## config.mk

```make
export PLATFORM = sky130hd
export DESIGN_NAME = swu_raster_feeder
export DESIGN_NICKNAME = d
export VERILOG_FILES = /design/src/rtl/swu_feeder_pkg.sv /design/src/rtl/swu_fold_serializer.sv /design/src/rtl/swu_raster_feeder.sv
export SDC_FILE = /design/constraint.sdc
export NUM_CORES = 1
export LEC_CHECK = 0
export ABC_AREA = 1
export BUFFER_PORTS_ARGS = -buffer_cell sky130_fd_sc_hd__buf_4
export CAP_MARGIN = 20
export CORE_UTILIZATION = 52
export CTS_CLUSTER_DIAMETER = 200
export CTS_CLUSTER_SIZE = 16
export DETAILED_ROUTE_END_ITERATION = 10
export PLACE_DENSITY = 0.75
export SLEW_MARGIN = 20
export SYNTH_ARGS = -nofsm -noshare
export SYNTH_HDL_FRONTEND = slang
export SYNTH_SLANG_ARGS = --single-unit
```

## constraint.sdc

```tcl
create_clock -name clk -period 1.7 [get_ports clk]
set_input_delay 0.085 -clock clk [delete_from_list [all_inputs] [get_ports clk]]
set_output_delay 0.085 -clock clk [all_outputs]
set_load 0.01 [all_outputs]
```

## src/rtl/swu_feeder_pkg.sv

```systemverilog
// Shared types and helpers for the SWU raster feeder.
package swu_feeder_pkg;

  typedef enum logic [1:0] {
    S_RESET,
    S_PAD,
    S_WAIT,
    S_FOLD
  } state_t;

  // Counter width for a range [0, n): never narrower than one bit.
  function automatic int cnt_width(input int n);
    return (n <= 2) ? 1 : $clog2(n);
  endfunction

endpackage

```

## src/rtl/swu_fold_serializer.sv

```systemverilog
// Holds the accepted pixel and selects one SIMD-wide channel group by fold index.
module swu_fold_serializer
  import swu_feeder_pkg::*;
#(
  parameter int SIMD         = 1,
  parameter int IFMChannels  = 2,
  parameter int IP_PRECISION = 4,
  parameter int FW           = cnt_width(IFMChannels / SIMD)
) (
  input  logic                                clk,
  input  logic                                reset,
  input  logic                                load,
  input  logic [IFMChannels*IP_PRECISION-1:0] pix_in,
  input  logic [FW-1:0]                       fold,
  output logic [SIMD*IP_PRECISION-1:0]        slice
);

  localparam int EFF = IFMChannels / SIMD;
  localparam int BW  = SIMD * IP_PRECISION;

  logic [IFMChannels*IP_PRECISION-1:0] pix;

  // NOTE: the held pixel is reset too, so nothing from a discarded frame can resurface.
  always_ff @(posedge clk or posedge reset) begin
    if (reset) begin
      pix <= '0;
    end else if (load) begin
      pix <= pix_in;
    end
  end

  always_comb begin
    slice = pix[BW-1:0];
    for (int k = 1; k < EFF; k++) begin
      if (fold == FW'(k)) slice = pix[k*BW +: BW];
    end
  end

endmodule

```

## src/rtl/swu_raster_feeder.sv

```systemverilog
// Serializes raster pixels into SIMD-wide folds and inserts zero padding rows/columns.
// Define SWU_FEEDER_TLAST_EN to add op_axis_tlast on the final beat of each padded frame.
module swu_raster_feeder
  import swu_feeder_pkg::*;
#(
  parameter int SIMD           = 1,
  parameter int IFMChannels    = 2,
  parameter int IP_PRECISION   = 4,
  parameter int IFMWidth       = 5,
  parameter int IFMHeight      = 5,
  parameter int PADDING_WIDTH  = 0,
  parameter int PADDING_HEIGHT = 1
) (
  input  logic                                clk,
  input  logic                                reset,
  input  logic [IFMChannels*IP_PRECISION-1:0] ip_data,
  input  logic                                ip_axis_tvalid,
  output logic                                ip_axis_tready,
  output logic [SIMD*IP_PRECISION-1:0]        op_data,
  output logic                                op_axis_tvalid,
  input  logic                                op_axis_tready
`ifdef SWU_FEEDER_TLAST_EN
  ,
  output logic                                op_axis_tlast
`endif
);

  localparam int EFF_CHANNELS = IFMChannels / SIMD;
  localparam int PW_TOT       = IFMWidth + 2 * PADDING_WIDTH;
  localparam int PH_TOT       = IFMHeight + 2 * PADDING_HEIGHT;
  localparam int RW           = cnt_width(PH_TOT);
  localparam int CW           = cnt_width(PW_TOT);
  localparam int FW           = cnt_width(EFF_CHANNELS);
  localparam int BW           = SIMD * IP_PRECISION;

  logic [RW-1:0] row;
  logic [CW-1:0] col;
  logic [FW-1:0] fold;
  logic          running;
  state_t        state;

  logic          adv;
  logic          row_real;
  logic          col_real;
  logic          in_hs;
  logic          load;
  logic          fold_wrap;
  logic          col_wrap;
  logic [BW-1:0] fold_slice;

  assign adv       = !op_axis_tvalid || op_axis_tready;
  assign row_real  = (int'(row) >= PADDING_HEIGHT) && (int'(row) < PADDING_HEIGHT + IFMHeight);
  assign col_real  = (int'(col) >= PADDING_WIDTH) && (int'(col) < PADDING_WIDTH + IFMWidth);
  assign fold_wrap = (fold == FW'(EFF_CHANNELS - 1));
  assign col_wrap  = (col == CW'(PW_TOT - 1));

  // The position counters are the real state; the enum names what they currently mean.
  always_comb begin
    // NOTE: assigning a default first keeps combinational blocks free of inferred latches.
    state = S_RESET;
    if (running) begin
      if (!(row_real && col_real)) state = S_PAD;
      else if (fold == '0)         state = S_WAIT;
      else                         state = S_FOLD;
    end
  end

  assign ip_axis_tready = (state == S_WAIT) && adv;
  assign in_hs          = ip_axis_tready && ip_axis_tvalid;
  assign load           = adv && ((state == S_PAD) || (state == S_FOLD) || in_hs);

  swu_fold_serializer #(
    .SIMD        (SIMD),
    .IFMChannels (IFMChannels),
    .IP_PRECISION(IP_PRECISION),
    .FW          (FW)
  ) u_fold (
    .clk   (clk),
    .reset (reset),
    .load  (in_hs),
    .pix_in(ip_data),
    .fold  (fold),
    .slice (fold_slice)
  );

`ifdef SWU_FEEDER_TLAST_EN
  logic last_pos;
  assign last_pos = (row == RW'(PH_TOT - 1)) && col_wrap && fold_wrap;
`endif

  // NOTE: every register here uses non-blocking assignments so all updates see pre-edge values.
  always_ff @(posedge clk or posedge reset) begin
    if (reset) begin
      running        <= 1'b0;
      row            <= '0;
      col            <= '0;
      fold           <= '0;
      op_data        <= '0;
      op_axis_tvalid <= 1'b0;
`ifdef SWU_FEEDER_TLAST_EN
      op_axis_tlast  <= 1'b0;
`endif
    end else begin
      running <= 1'b1;

      if (adv) begin
        case (state)
          S_PAD: begin
            op_data        <= '0;
            op_axis_tvalid <= 1'b1;
          end
          S_WAIT: begin
            if (ip_axis_tvalid) begin
              op_data        <= ip_data[BW-1:0];
              op_axis_tvalid <= 1'b1;
            end else begin
              op_axis_tvalid <= 1'b0;
            end
          end
          S_FOLD: begin
            op_data        <= fold_slice;
            op_axis_tvalid <= 1'b1;
          end
          default: ;
        endcase
      end

      // Counters track the next position to load; each load becomes exactly one output beat.
      if (load) begin
`ifdef SWU_FEEDER_TLAST_EN
        op_axis_tlast <= last_pos;
`endif
        if (fold_wrap) begin
          fold <= '0;
          if (col_wrap) begin
            col <= '0;
            row <= (row == RW'(PH_TOT - 1)) ? '0 : row + 1'b1;
          end else begin
            col <= col + 1'b1;
          end
        end else begin
          fold <= fold + 1'b1;
        end
      end
    end
  end

endmodule

```

Yosys cells after proc, flatten, opt, wreduce, memory -nomap -nowiden
Index checks and enable logic that the tools add are counted.
{ "totals": {"ff_bits": 21, "in_bits": 12, "out_inout_bits": 6, "word_cells": 46} }
{ "op_classes": {"addsub": 3, "order_cmp": 3, "eq_ne": 6, "n_mux": 11, "n_reduce_logical": 16} }
{ "op_table": {"columns": ["cell", "count"], "rows": [
  ["4-bit one-hot mux with 3 select lines", 1],
  ["4-bit two-way mux", 2],
  ["3-bit by 1-bit adder with 3-bit output, second input constant", 2],
  ["3-bit equality test, second input constant", 2],
  ["3-bit less-than comparator, second input constant", 2],
  ["3-bit two-way mux", 2],
  ["3-bit AND reduction", 2],
  ["1-bit logical AND", 5],
  ["2-bit equality test, second input constant", 2],
  ["2-bit two-way mux", 2],
  ["2-bit AND reduction", 2],
  ["3-bit by 1-bit >= comparator with 1-bit output, second input constant", 1],
  ["1-bit logical OR", 3],
  ["1-bit two-way mux", 3],
  ["3-bit nonzero test", 1],
  ["2-bit by 1-bit equality test with 1-bit output, second input constant", 1],
  ["2-bit != test, second input constant", 1],
  ["1-bit one-hot mux with 2 select lines", 1],
  ["2-bit nonzero test", 1],
  ["2-bit OR reduction", 1],
  ["1-bit adder, second input constant", 1],
  ["1-bit zero test", 1]
]} }

Longest topological paths before layout
Gate-level depths: netlist (run 1).
{ "logic_depth": {"word_depth": 11, "mapped_depth": 9, "ltp_nobuf": 8} }

Hierarchy
From an unflattened synthesis (run 1), not the netlist that was laid out.
{ "unflattened": {"cells_unflattened": 149, "hier_area_um2": 1116.1} }
{ "modules_own_cells": {"columns": ["module", "instances", "cells_each", "area_each_um2", "seq_area_each_um2"], "rows": [
  ["swu_raster_feeder", 1, 101, 758.2, 325.3],
  ["swu_fold_serializer", 1, 48, 357.8, 200.2]
]} }

Worst setup path after synthesis (run 1)
OpenSTA, ideal clock, no wires.
{ "synth_path": {"path_type": "register to register", "from": "register row[2]", "to": "register fold", "setup_ps": 117, "arrival_ps": 1236, "required_ps": 1583, "path_slack_ps": 347, "stages_incl_launch_ff": 10, "n_path_buf": 1, "synth_period_minus_slack_ps": 1353, "path_cell_list": "dfrtp_1 > buf_2 > nand2_1 > inv_1 > a21oi_1 > nand4_1 > nand2_1 > inv_1 > nor2_1 > nor2_1"} }
{ "synth_between": {"elab_chain_cells": 10, "elab_cells_between_ends": 14, "classes_between": "order compare: 2; eq/ne: 3; mux: 2; reduce/logical: 7"} }
{ "synth_rtl": {"columns": ["element", "line", "text"], "rows": [
  ["start: declaration", "swu_raster_feeder.sv:36", "logic [RW-1:0] row;"],
  ["start signal: assignment", "swu_raster_feeder.sv:137", "row <= (row == RW'(PH_TOT - 1)) ? '0 : row + 1'b1;"],
  ["3-bit by 1-bit >= comparator with 1-bit output / 3-bit less-than comparator (equally long branches)", "swu_raster_feeder.sv:52", "assign row_real = (int'(row) >= PADDING_HEIGHT) && (int'(row) < PADDING_HEIGHT + IFMHeight);"],
  ["1-bit logical AND *", "swu_raster_feeder.sv:52", null],
  ["1-bit logical AND *", "swu_raster_feeder.sv:62", "if (!(row_real && col_real)) state = S_PAD;"],
  ["2-bit two-way mux *", "swu_raster_feeder.sv:62", null],
  ["2-bit two-way mux *", "swu_raster_feeder.sv:61", "if (running) begin"],
  ["2-bit equality test", "swu_raster_feeder.sv:68", "assign ip_axis_tready = (state == S_WAIT) && adv;"],
  ["1-bit logical AND", "swu_raster_feeder.sv:68", null],
  ["1-bit logical AND", "swu_raster_feeder.sv:69", "assign in_hs = ip_axis_tready && ip_axis_tvalid;"],
  ["1-bit logical OR *", "swu_raster_feeder.sv:70", "assign load = adv && ((state == S_PAD) || (state == S_FOLD) || in_hs);"],
  ["1-bit logical AND *", "swu_raster_feeder.sv:70", null],
  ["end signal: assignment", "swu_raster_feeder.sv:142", "fold <= fold + 1'b1;"],
  ["end: declaration", "swu_raster_feeder.sv:38", "logic [FW-1:0] fold;"]
]} }
Mark *: on every way between the ends. The rest lies on a longest branch, timed or not.
A chain may end at the register's enable or synchronous reset.

Worst setup path after layout (run 1)
{ "layout_path": {"from": "register row[2]", "to": "register col[1]"} }
{ "layout_between": {"elab_chain_cells": 11, "elab_cells_between_ends": 15, "classes_between": "order compare: 2; eq/ne: 3; mux: 2; reduce/logical: 8"} }
{ "layout_rtl": {"columns": ["element", "line", "text"], "rows": [
  ["3-bit by 1-bit >= comparator with 1-bit output / 3-bit less-than comparator (equally long branches)", "swu_raster_feeder.sv:52", null],
  ["1-bit logical AND *", "swu_raster_feeder.sv:52", null],
  ["1-bit logical AND *", "swu_raster_feeder.sv:62", null],
  ["2-bit two-way mux *", "swu_raster_feeder.sv:62", null],
  ["2-bit two-way mux *", "swu_raster_feeder.sv:61", null],
  ["2-bit equality test", "swu_raster_feeder.sv:68", null],
  ["1-bit logical AND", "swu_raster_feeder.sv:68", null],
  ["1-bit logical AND", "swu_raster_feeder.sv:69", null],
  ["1-bit logical OR *", "swu_raster_feeder.sv:70", null],
  ["1-bit logical AND *", "swu_raster_feeder.sv:70", null],
  ["2-bit AND reduction (no source line) *", null, null],
  ["end signal: assignment", "swu_raster_feeder.sv:139", "col <= col + 1'b1;"],
  ["end: declaration", "swu_raster_feeder.sv:37", "logic [CW-1:0] col;"]
]} }
Marks and branches as above.

==> results of run 1 <==
## synth_stat cells, drive strengths merged
cell type	instances	area share [%]
a21oi	6	4.9
buf	2	1.8
conb	1	0.41
dfrtp	17	47
ha	2	2.7
inv	18	7.4
nand2	35	15
nand3	7	4.4
nand4	3	2.1
nor2	9	4.2
nor3	1	1.8
o21ai	11	6.4
xnor2	1	0.96
xor2	1	0.96
## routing by layer
metal | vias up | GRT usage, % | share of wire [%] | wire (um)
li1 | 397 | - | - | -
met1 | 341 | 28.3 | 49 | 807
met2 | 17 | 31.3 | 46 | 761
met3 | 2 | 3.75 | 3.8 | 63
met4 | 0 | 9.09 | 1.1 | 18
met5 | - | 0 | 0 | 0
## metrics by stage
| stage | setup slack, ns | hold WS [ns] |
|---|---|---|
| after floorplan | 0.347 | 0.0111 |
| after global placement | 0.219 | 0.205 |
| after detailed placement | 0.178 | 0.214 |
| after CTS | 0.168 | 0.0216 |
| after global routing | 0.0414 | 0.0259 |
| final | 0.169 | 0.0289 |
## sequential cells by signal, summed over array words and instances (netlist names)
signal / cells
op_data: 4
u_fold.pix: 4
col: 3
row: 3
fold: 1
op_axis_tvalid: 1
running: 1
## layout by cell type, fill, tap and decap left out
| cell type | count |
|---|---|
| a21oi_1 | 2 |
| a21oi_2 | 4 |
| buf_4 | 17 |
| clkbuf_1 | 1 |
| clkbuf_4 | 3 |
| conb_1 | 1 |
| dfrtp_1 | 17 |
| dlygate4sd3_1 | 1 |
| ha_1 | 2 |
| inv_1 | 17 |
| inv_2 | 1 |
| nand2_1 | 33 |
| nand2_2 | 1 |
| nand2_4 | 1 |
| nand3_1 | 6 |
| nand3_2 | 1 |
| nand4_1 | 3 |
| nor2_1 | 6 |
| nor2_2 | 3 |
| nor3_4 | 1 |
| o21ai_0 | 9 |
| o21ai_1 | 1 |
| o21ai_2 | 1 |
| xnor2_1 | 1 |
| xor2_1 | 1 |
## cell type report
type / count / area share, %
Timing Repair Buffer: 18 / 12.7
Multi-Input combinational cell: 77 / 37.6
Tap cell: 16 / 1.85
Clock buffer: 4 / 2.42
Inverter: 18 / 6.23
Sequential cell: 17 / 39.2
## power by group
part           internal (mW)  switching (mW)  leakage (nW)  total [mW]
logic                  0.265           0.355         0.392       0.620
clock network         0.0910           0.124        0.0150       0.215
registers              0.558           0.136         0.206       0.694
## worst reg2reg max path, cell delays in order, from the launching register on
cell	delay (ns)
dfrtp_1	0.46
nand2_1	0.13
inv_1	0.05
a21oi_1	0.14
nand4_1	0.15
nand3_1	0.21
inv_1	0.11
nand2_1	0.07
o21ai_0	0.09
## repair_timing
item                                   in CTS  in global routing
hold buffers                                1                  0
setup endpoints to repair                   0                  2
endpoints found under the hold margin      17                  0
buffers inserted                            0                  0
gates resized for setup                     0                  1
## path summary, 6_finish.rpt
path | to | cells after the start | slack (ns) | start
max | col[1] | 8 | 0.17 | row[2]
min | u_fold.pix[4] | 3 | 0.03 | ip_data[4]
max reg2reg | col[1] | 8 | 0.17 | row[2]
min reg2reg | op_data[2] | 2 | 0.49 | op_data[2]
max in group asynchronous | op_data[3] | 3 | 0.86 | reset
min in group asynchronous | col[0] | 3 | 0.44 | reset
## logic make-up (layout without fill, tap and decap cells)
kind of cell	count (synthesis)	in the layout	synth area share (%)
fa+ha+maj	2	2	2.74
flops	17	17	46.5
buf+inv	20	40	9.16
other cells	1	1	0.410
compound gates	17	17	11.4
simple gates	55	55	27.9
xor+xnor	2	2	1.92
==> flow_summary.yaml, run 1 <==
route:
  drt-initial-drc-count: 19
  via_per_inst: 5.05
  drc_errors: 0
  num_vias: 757
  drtPass1Iterations: 6
  drt.antenna.violating_nets: 0
  routed_wl_mm: 1.65
  wl_per_cell_um: 11.0
critical_path:
  critPathBufInv: 2
  cp_max_fo: 7
  cp-end-kind: "flop"
  crit_required_ns: 1.87
  crit_type: "reg -> reg"
  critPathMaxStageDelay_ns: 0.46
  crit_path_top_delay_cell: "dfrtp_1"
  crit_family: "simple AND/OR/NAND/NOR gates"
  crit_chain: "nand2_1 -> inv_1 -> a21oi_1 -> nand4_1 -> nand3_1 -> inv_1 -> nand2_1 -> o21ai_0"
  worstSetupStartpointType: "flop"
  worstPathArrival_ns: 1.70
layout:
  drive_gt1_share_pct: 24.6
  seqCellArea_um2: 425
  n_antenna_cell: 0
  utilization_pct: 68.8
  fin_area_um2: 1080
  finalNonFillerCells: 150
  area_growth_pct: 18.6
  multi_input_area_um2: 408
  n_fill_cell: 136
  nNetsFinal: 149
flow_run:
  maxCapViolCount: 0
clocking:
  cts_num_sinks: 17
  clock_latency_ns: 0.28
  clockBufferDepth: 2
  cts_made_buffers: 3
  cts_tree: "yes"
  cts_htree_levels: 1
  clk_transition_reported_paths_ns: 0.10
  root_buffer: "clkbuf_4"
timing:
  slew-limit-headroom_pct: 58.2
  rsz0062_at_grt: "false"
  tightest_slew_ns: 0.627
  finalHoldViolations: 0
  period_share_pct: 90.1
  finalMaxSlewViolations: 0
  fmax_mhz: 653
  period_needed_ns: 1.53
  setup_viol: 0
  fin_setup_tns_ns: 0
  fin_worst_skew_ns: 0.00294
global_routing:
  grt_pass1_vias: 704
  antenna_found_initial: 0
  grt_usage_pct: 20.5
  grt_pass1_wl_mm: 2.86
  grt_max_degree: 18
  overflow: 0
logic_synthesis:
  ys_seq_area_share_pct: 46.5
  synth_area_um2: 915
  synth.avg_cell_area_um2: 8.02
  syn-num-nets: 128
  syn_inst: 114
  ys_ff_latch: 17
  yosys_warnings: 0
  synth.distinct_cells: 23
status:
  status: "completed"
floorplan:
  coreArea_um2: 1580
  io_pins: 18
  start_util_pct: 58.0
  std_cell_rows: 14
  dieArea_um2: 1930
  die_height_um: 43.9
  die_w_um: 43.9
placement:
  placed_area_um2: 1050
  dp_hpwl_mm: 1.25
  gp_congestion: 0.788
  portBuffers: 17
  placedCellCount: 145
pwr:
  power_leakage_nw: 0.613
  pwr_density_cell_nw_per_um2: 1410
  ir_drop_mv: 0.991
  p_total_mw: 1.53
min_path:
  hold_class: "in -> reg"
No activity file was read; power rests on OpenSTA's default activity.
==> run 2, diff against run 1 <==
--- a/config.mk
+++ b/config.mk
@@ -12,7 +12,7 @@
 export CTS_CLUSTER_DIAMETER = 200
 export CTS_CLUSTER_SIZE = 16
 export DETAILED_ROUTE_END_ITERATION = 10
-export PLACE_DENSITY = 0.75
+export PLACE_DENSITY = 0.76
 export SLEW_MARGIN = 20
 export SYNTH_ARGS = -nofsm -noshare
 export SYNTH_HDL_FRONTEND = slang
==> constraint.sdc (replaced) <==
create_clock -name clk -period 1.73 [get_ports clk]
set_input_delay 0.0865 -clock clk [delete_from_list [all_inputs] [get_ports clk]]
set_output_delay 0.0865 -clock clk [all_outputs]
set_load 0.01 [all_outputs]
==> run 2 against run 1 <==
Clock skew decreased by 0.00099 ns; register-to-register slack improved by 0.03 ns; non-clock buffer count unchanged; sequential cell count unchanged; routed wire length decreased by 0.24%; sequential power decreased by 2%; combinational power decreased by 2%; critical endpoint is now fold; largest cell class unchanged; largest power group unchanged.
==> flow_summary.yaml, run 2 (same netlist as run 1, synthesis figures left out) <==
layout:
  drive_gt1_share_pct: 24.6
  largest_registers: "op_data: 4 flops, u_fold.pix: 4 flops"
  n_antenna_cell: 0
  n_fill_cell: 129
  utilization_pct: 68.7
  finalNonFillerCells: 150
  most-common-layout-cells: "nand2_1, inv_1, dfrtp_1, buf_4, o21ai_0"
  area_growth_pct: 18.5
  final_common_cell: "nand2_1"
  nNetsFinal: 149
  fin_area_um2: 1080
global_routing:
  grt_pass1_vias: 656
  grt_max_degree: 18
  overflow: 0
  antenna_found_initial: 0
  grt_usage_pct: 19.6
  grt_pass1_wl_mm: 2.77
placement:
  gp_congestion: 0.824
  placed_area_um2: 1050
  portBuffers: 17
  dp_hpwl_mm: 1.25
  dp_slack_ns: 0.228
  placedCellCount: 145
critical_path:
  crit_required_ns: 1.92
  worstPathArrival_ns: 1.73
  worstSetupStartpointType: "flop"
  critPathMaxStageDelay_ns: 0.47
  crit_chain: "nand2_1 -> inv_1 -> a21oi_1 -> nand4_1 -> nand2_1 -> inv_1 -> nor2_1 -> nor2_1"
  r2r_slack_ns: 0.19
  crit_family: "simple AND/OR/NAND/NOR gates"
  critPathBufInv: 2
  cp-end-kind: "flop"
  crit_path_top_delay_cell: "dfrtp_1"
  cp_max_fo: 7
  crit_type: "reg -> reg"
route:
  drt.antenna.violating_nets: 0
  num_vias: 746
  routed_wl_mm: 1.65
  drc_errors: 0
  wl_per_cell_um: 11.0
  via_per_inst: 4.97
  drt-initial-drc-count: 22
  drtPass1Iterations: 6
floorplan:
  die_height_um: 43.9
  start_util_pct: 58.0
  io_pins: 18
  coreArea_um2: 1580
  std_cell_rows: 14
  dieArea_um2: 1930
  die_w_um: 43.9
min_path:
  hold_class: "in -> reg"
clocking:
  cts_num_sinks: 17
  post_cts_buffers: 0
  cts_made_buffers: 3
  root_buffer: "clkbuf_4"
  clockBufferDepth: 2
  cts_tree: "yes"
  clock_latency_ns: 0.29
  cts_htree_levels: 1
  clk_transition_reported_paths_ns: 0.10
pwr:
  power_leakage_nw: 0.615
  power.switching_mw: 0.614
  clockPowerShare_pct: 14.4
  sw_frac_of_total_pct: 40.7
  p_seq_share_pct: 45.3
  pwr_density_cell_nw_per_um2: 1390
  ir_drop_mv: 0.889
  p_int_mw: 0.894
  p_total_mw: 1.51
  p_comb_share_pct: 40.4
status:
  status: "completed"
timing:
  fmax_mhz: 651
  layout_setup_ws_ns: 0.194
  finalMaxSlewViolations: 0
  tightest_slew_ns: 0.633
  fin_setup_tns_ns: 0
  slew-limit-headroom_pct: 57.8
  whs_ns: 0.0293
  period_needed_ns: 1.54
  finalHoldViolations: 0
  period_share_pct: 88.8
  setup_viol: 0
  rsz0062_at_grt: "false"
  fin_worst_skew_ns: 0.00195
flow_run:
  maxCapViolCount: 0
## run 2: changes by cell type in the layout (fill, tap and decap cells not counted), sizes merged
cell	before	now
clkbuf	4	3
clkinv	0	1
## run 2: area by class of cell
type / instances / area, um^2 / share of cell area [%]
Tap cell: 16 / 20.0 / 1.85
Sequential cell: 17 / 425 / 39.3
Clock inverter: 1 / 5.00 / 0.462
Inverter: 18 / 67.6 / 6.24
Timing Repair Buffer: 18 / 138 / 12.7
Clock buffer: 3 / 22.5 / 2.08
Multi-Input combinational cell: 77 / 405 / 37.4
## run 2: worst reg2reg max path, cell delays in order (launching register included)
cell,delay (ns)
dfrtp_1,0.47
nand2_1,0.13
inv_1,0.05
a21oi_1,0.15
nand4_1,0.15
nand2_1,0.21
inv_1,0.14
nor2_1,0.11
nor2_1,0.05
## run 2: layer usage
layer,vias to the layer above,GRT usage (%),wire [um],part of all wire [%]
met1,332,27.7,855,52
li1,394,-,-,-
met2,18,28.4,720,44
met3,2,5.83,58,3.5
met5,-,0,0,0
met4,0,7.88,11,0.67
## run 2: power by group through the flow
stage / clock network (mW) / logic [mW] / registers, mW
5_1_grt: 0.243 / 0.698 / 0.702
3_3_place_gp: 0 / 0.595 / 0.683
4_1_cts: 0.222 / 0.612 / 0.681
2_1_floorplan: 0 / 0.413 / 0.688
6_report: 0.216 / 0.609 / 0.683
3_5_place_dp: 0 / 0.607 / 0.689
## run 2: what timing repair did
action | CTS | global route
gates resized for setup | 0 | 0
endpoints found under the hold margin | 17 | 0
hold buffers | 1 | 0
## run 2: final timing paths
kind                                 end  cells past startpoint  startpoint
setup / recovery                    fold                      8      row[1]
hold / removal             u_fold.pix[7]                      3  ip_data[7]
setup reg to reg                    fold                      8      row[1]
hold reg to reg               op_data[3]                      2  op_data[3]
max in group asynchronous     op_data[2]                      3       reset
min in group asynchronous         col[0]                      3       reset
